$ cat src/rtl/byte_enabled_sdp_ram_fwd.sv
// rtl/byte_enabled_sdp_ram_fwd.sv - byte-enabled simple dual-port RAM with
// per-lane read-during-write forwarding, 1/2-cycle read pipeline and post-reset clear.
module byte_enabled_sdp_ram_fwd #(
  parameter int A              = 6,
  parameter int N              = 4,
  parameter int B              = 8,
  parameter int RD_LATENCY     = 1,
  parameter int FORWARD        = 1,
  parameter int CLEAR_ON_RESET = 1
) (
  input  logic             clk,
  input  logic             reset,
  input  logic             we,
  input  logic [A-1:0]     waddr,
  input  logic [N-1:0]     be,
  input  logic [N*B-1:0]   wdata,
  input  logic             re,
  input  logic [A-1:0]     raddr,
  output logic [N*B-1:0]   q,
  output logic             q_valid,
  output logic             init_done
);

  localparam int W = N * B;
  localparam int D = 1 << A;

  generate
    if (RD_LATENCY != 1 && RD_LATENCY != 2) begin : g_bad_latency
      $error("RD_LATENCY must be 1 or 2");
    end
    if (N < 1) begin : g_bad_lanes
      $error("N must be at least 1");
    end
  endgenerate

  typedef enum logic {S_CLEAR, S_READY} state_t;

  state_t           r_state;
  logic [A-1:0]     r_cnt;
  logic             r_init_done;
  logic [W-1:0]     r_mem [D];
  logic [W-1:0]     r_q;
  logic             r_q_valid;
  logic             w_ready;
  logic             w_accept;
  logic [W-1:0]     w_rdata;

  assign w_ready  = (r_state == S_READY);
  assign w_accept = w_ready && re;

  always_ff @(posedge clk) begin
    if (reset) begin
      r_state     <= (CLEAR_ON_RESET != 0) ? S_CLEAR : S_READY;
      r_cnt       <= '0;
      r_init_done <= (CLEAR_ON_RESET == 0);
    end else begin
      case (r_state)
        S_CLEAR: begin
          r_cnt <= r_cnt + 1'b1;
          if (r_cnt == {A{1'b1}}) begin
            r_state     <= S_READY;
            r_init_done <= 1'b1;
          end
        end
        default: r_state <= S_READY;
      endcase
    end
  end

  // The array itself is never reset; the clear sequencer zeroes it instead.
  always_ff @(posedge clk) begin
    if (!reset) begin
      if (!w_ready) begin
        r_mem[r_cnt] <= '0;
      end else if (we) begin
        for (int i = 0; i < N; i++) begin
          if (be[i]) r_mem[waddr][i*B +: B] <= wdata[i*B +: B];
        end
      end
    end
  end

  always_comb begin
    w_rdata = r_mem[raddr];
    if (FORWARD != 0 && we && waddr == raddr) begin
      for (int i = 0; i < N; i++) begin
        if (be[i]) w_rdata[i*B +: B] = wdata[i*B +: B];
      end
    end
  end

  generate
    if (RD_LATENCY == 2) begin : g_lat2
      logic [W-1:0] r_s1;
      logic         r_s1_valid;
      always_ff @(posedge clk) begin
        if (reset) begin
          r_s1       <= '0;
          r_s1_valid <= 1'b0;
          r_q        <= '0;
          r_q_valid  <= 1'b0;
        end else begin
          r_s1_valid <= w_accept;
          if (w_accept) r_s1 <= w_rdata;
          r_q_valid <= r_s1_valid;
          if (r_s1_valid) r_q <= r_s1;
        end
      end
    end else begin : g_lat1
      always_ff @(posedge clk) begin
        if (reset) begin
          r_q       <= '0;
          r_q_valid <= 1'b0;
        end else begin
          r_q_valid <= w_accept;
          if (w_accept) r_q <= w_rdata;
        end
      end
    end
  endgenerate

  assign q         = r_q;
  assign q_valid   = r_q_valid;
  assign init_done = r_init_done;

endmodule

$ cat config.mk
export PLATFORM = sky130hd
export DESIGN_NAME = byte_enabled_sdp_ram_fwd
export DESIGN_NICKNAME = d
export VERILOG_FILES = /design/src/rtl/byte_enabled_sdp_ram_fwd.sv
export SDC_FILE = /design/constraint.sdc
export NUM_CORES = 2
export LEC_CHECK = 0
export CORE_ASPECT_RATIO = 0.5
export CORE_UTILIZATION = 45
export CTS_CLUSTER_SIZE = 10
export DETAILED_ROUTE_END_ITERATION = 12
export HOLD_SLACK_MARGIN = 0.15
export SYNTH_ARGS = -nofsm -noshare
export SYNTH_HDL_FRONTEND = slang
export SYNTH_SLANG_ARGS = --single-unit
$ cat constraint.sdc
create_clock -name clk -period 4.6 [get_ports clk]
set_input_delay 1.15 -clock clk [delete_from_list [all_inputs] [get_ports clk]]
set_output_delay 1.15 -clock clk [all_outputs]
set_load 0.1 [all_outputs]
==> impl_metrics.csv <==
group,metric,value,unit
outcome,status,"finished clean",
worst_setup_path,cp.arrival,4.38,ns
layout,final_common_cell,"edfxtp_1",
routing,routed_via_density,5.94,
layout,instances_no_fill,6861,
floorplan,die_h,304,um
placement,place_inst,6532,
clock_network,cts_max_level,4,
min_path,hold_path_class,"reg2reg",
routing,ant_nets,0,
layout,final_util,52.7,%
placement,io_buffers,85,
logic_synthesis,syn_area,81800,sq um
sta,skew,0.0259,ns
pwr,ir_worst_vdd,326,uV
clock_network,post_cts_buffers,0,
sta,slew_headroom,13.6,%
logic_synthesis,synth_top_family_by_area,"multiplexers",
sta,finalSetupTns,0,ns
routing,dr_total_vias,40800,
floorplan,die_area,184000,sq um
pwr,powerDensity,400,nW/um^2
logic_synthesis,synth-main-ff-cell,"edfxtp_1",
sta,period_minus_slack,3.79,ns
sta,maxSlewViolCount,0,
sta,fin_hold_ws,0.505,ns
logic_synthesis,async_reset_ff_share,0,%
logic_synthesis,syn_area_per_cell,21.3,sq um
clock_network,cts_hold_buf,0,
grt,grt_max_degree,65,
sta,finalSetupViolations,0,
clock_network,clk_pin_slew,0.06,ns
routing,dr.pass1.iters,5,
layout,syn_to_final_growth,16.1,%
logic_synthesis,synth_mux_area_share,17.5,%
sta,tightest_slew,1.30,ns
logic_synthesis,synth_xor_xnor_area_share,0.118,%
grt,overflow,0,
floorplan,die_w,605,um
layout,layout_common_cells,"edfxtp_1 (2048), mux4_2 (547), buf_4 (426)",
logic_synthesis,synth_seq_cells,2089,
clock_network,cts_tree,"done",
pwr,leakagePower,34.1,nW
logic_synthesis,synth_compound_area_share,1.39,%
layout,final_net_count,4406,
worst_setup_path,cp_max_fo,8,
logic_synthesis,yosysWarnings,0,
grt,track_usage,22.2,%
sta,rsz0062_at_grt,"no",
routing,drc_errors,0,
placement,dp_hpwl,131,mm
flow_run,maxCapViolCount,0,
clock_network,insertion_delay,0.85,ns
clock_network,cts_sinks,2089,
logic_synthesis,synth_simple_gate_area_share,3.24,%
grt,grt_pass1_wl,293,mm
grt,grt_pass1_vias,41300,
logic_synthesis,seq_area_frac_synth,76.2,%
layout,drive_gt1_share,30.8,%
routing,wl_per_cell,29.5,um
logic_synthesis,synth_cell_types,53,
clock_network,cts-root-buf,"clkbuf_16",
floorplan,num_rows,110,
clock_network,cts_buffers,227,
floorplan,start_util,45.4,%
sta,hold_viol_final,0,
worst_setup_path,critPathKind,"in2reg",
clock_network,post_cts_resized,0,
logic_synthesis,syn-num-nets,3890,
worst_setup_path,end_kind,"flip-flop",
routing,drtIter0Drc,4506,
grt,antenna_found_initial,7,
clock_network,cts_buffer_depth,3,
routing,drt-total-wl,202,mm
sta,fin_crit_sh,82.4,%
worst_setup_path,worst_setup_path_start_kind,"input pin",
placement,globalplace.congestion,0.822,
logic_synthesis,synth_edf_count,2048,
floorplan,fp.coreArea,180000,sq um
floorplan,io_pins,86,
worst_setup_path,required,5.19,ns
sta,fmax,264,MHz
logic_synthesis,postSynthCellCount,3837,
logic_synthesis,synthAdderAreaFrac,0.0153,%
## through the flow
| stage | setup WS (ns) | power [mW] | cell area (sq um) |
|---|---|---|---|
| 6_report | 0.808 | 38.0 | 95000 |
| 5_1_grt | 0.622 | 39.0 | 95000 |
| 4_1_cts | 0.810 | 38.2 | 95000 |
| 3_5_place_dp | -0.00000266 | 22.5 | 88800 |
| 3_3_place_gp | -0.0600 | 22.5 | 88800 |
| 2_1_floorplan | 0.643 | 21.9 | 81800 |
## critical path: stages
cell	delay, ns
clkdlybuf4s50_1	0.54
nor4_1	0.10
nor4bb_4	0.48
buf_4	0.31
mux2i_2	0.49
buf_4	0.34
nand2b_1	0.59
nor2_1	0.13
buf_4	0.22
## sequential cells by signal, indices dropped and copies added, names as in the netlist
signal     cells
init_done      1
q             32
q_valid        1
r_cnt          6
r_mem       2048
r_state        1
## layer usage
| metal | vias to the layer above | wire length (um) | track usage (%) |
|---|---|---|---|
| li1 | 17000 | - | - |
| met1 | 21700 | 87100 | 32.5 |
| met2 | 1695 | 94800 | 34.5 |
| met3 | 305 | 14700 | 3.83 |
| met4 | 0 | 5810 | 7.15 |
| met5 | - | 0 | 0 |
## final timing paths
path,startpoint,to,slack [ns],cells past startpoint
worst min-delay path,init_done,init_done,0.51,2
worst max-delay path,be[1],r_mem[52][24],0.81,9
worst min register to register,init_done,init_done,0.51,2
worst max register to register,r_state,r_mem[52][24],1.08,7
## cell type report
| type | count | area [sq um] |
|---|---|---|
| Inverter | 7 | 26.3 |
| Fill cell | 13800 | 85300 |
| Sequential cell | 2089 | 62300 |
| Timing Repair Buffer | 552 | 4890 |
| Clock inverter | 13 | 146 |
| Multi-Input combinational cell | 1476 | 18600 |
| Antenna cell | 2 | 5.00 |
| Tap cell | 2408 | 3010 |
| Clock buffer | 314 | 6050 |
## cell usage after synthesis, drive strengths merged (3+ instances only)
library cell     n  area [sq um]
buf            142           812
o32ai            5          43.8
a31oi            4          25.0
a2111oi          8          70.1
nor3            73           370
xor2             6          52.6
mux4           547         12300
or2              4          25.0
a211oi           3          22.5
and2            42           263
mux2i          187          1870
o22ai           80           500
nand2           37           139
clkbuf         123           462
nor4            69           432
nor2b           10          62.6
a22oi            8          60.1
or3             25           156
nor2           259           972
o31ai           12           124
o21bai           7          52.6
dfxtp           41           821
nand3           13          65.1
nand4            5          31.3
mux2            11           124
nand2b          18           113
a2bb2oi          3          26.3
a21o             4          30.0
o21ai           13          65.1
xnor2            5          43.8
inv              7          26.3
edfxtp        2048         61500
## report_power, final
| part | internal [mW] | switching, mW |
|---|---|---|
| clock network | 8.98 | 6.89 |
| registers | 20.6 | 0.0157 |
| logic | 0.595 | 0.848 |
| total | 30.2 | 7.76 |
## cell families (layout without fill, tap and decap cells)
group	after synthesis	count (layout)
other cells	0	2
xor+xnor	11	11
compound gates	161	161
mux	745	745
buf+inv	272	886
fa+ha+maj	1	1
simple gates	558	558
flops	2089	2089
(Power assumes the default switching activity.)
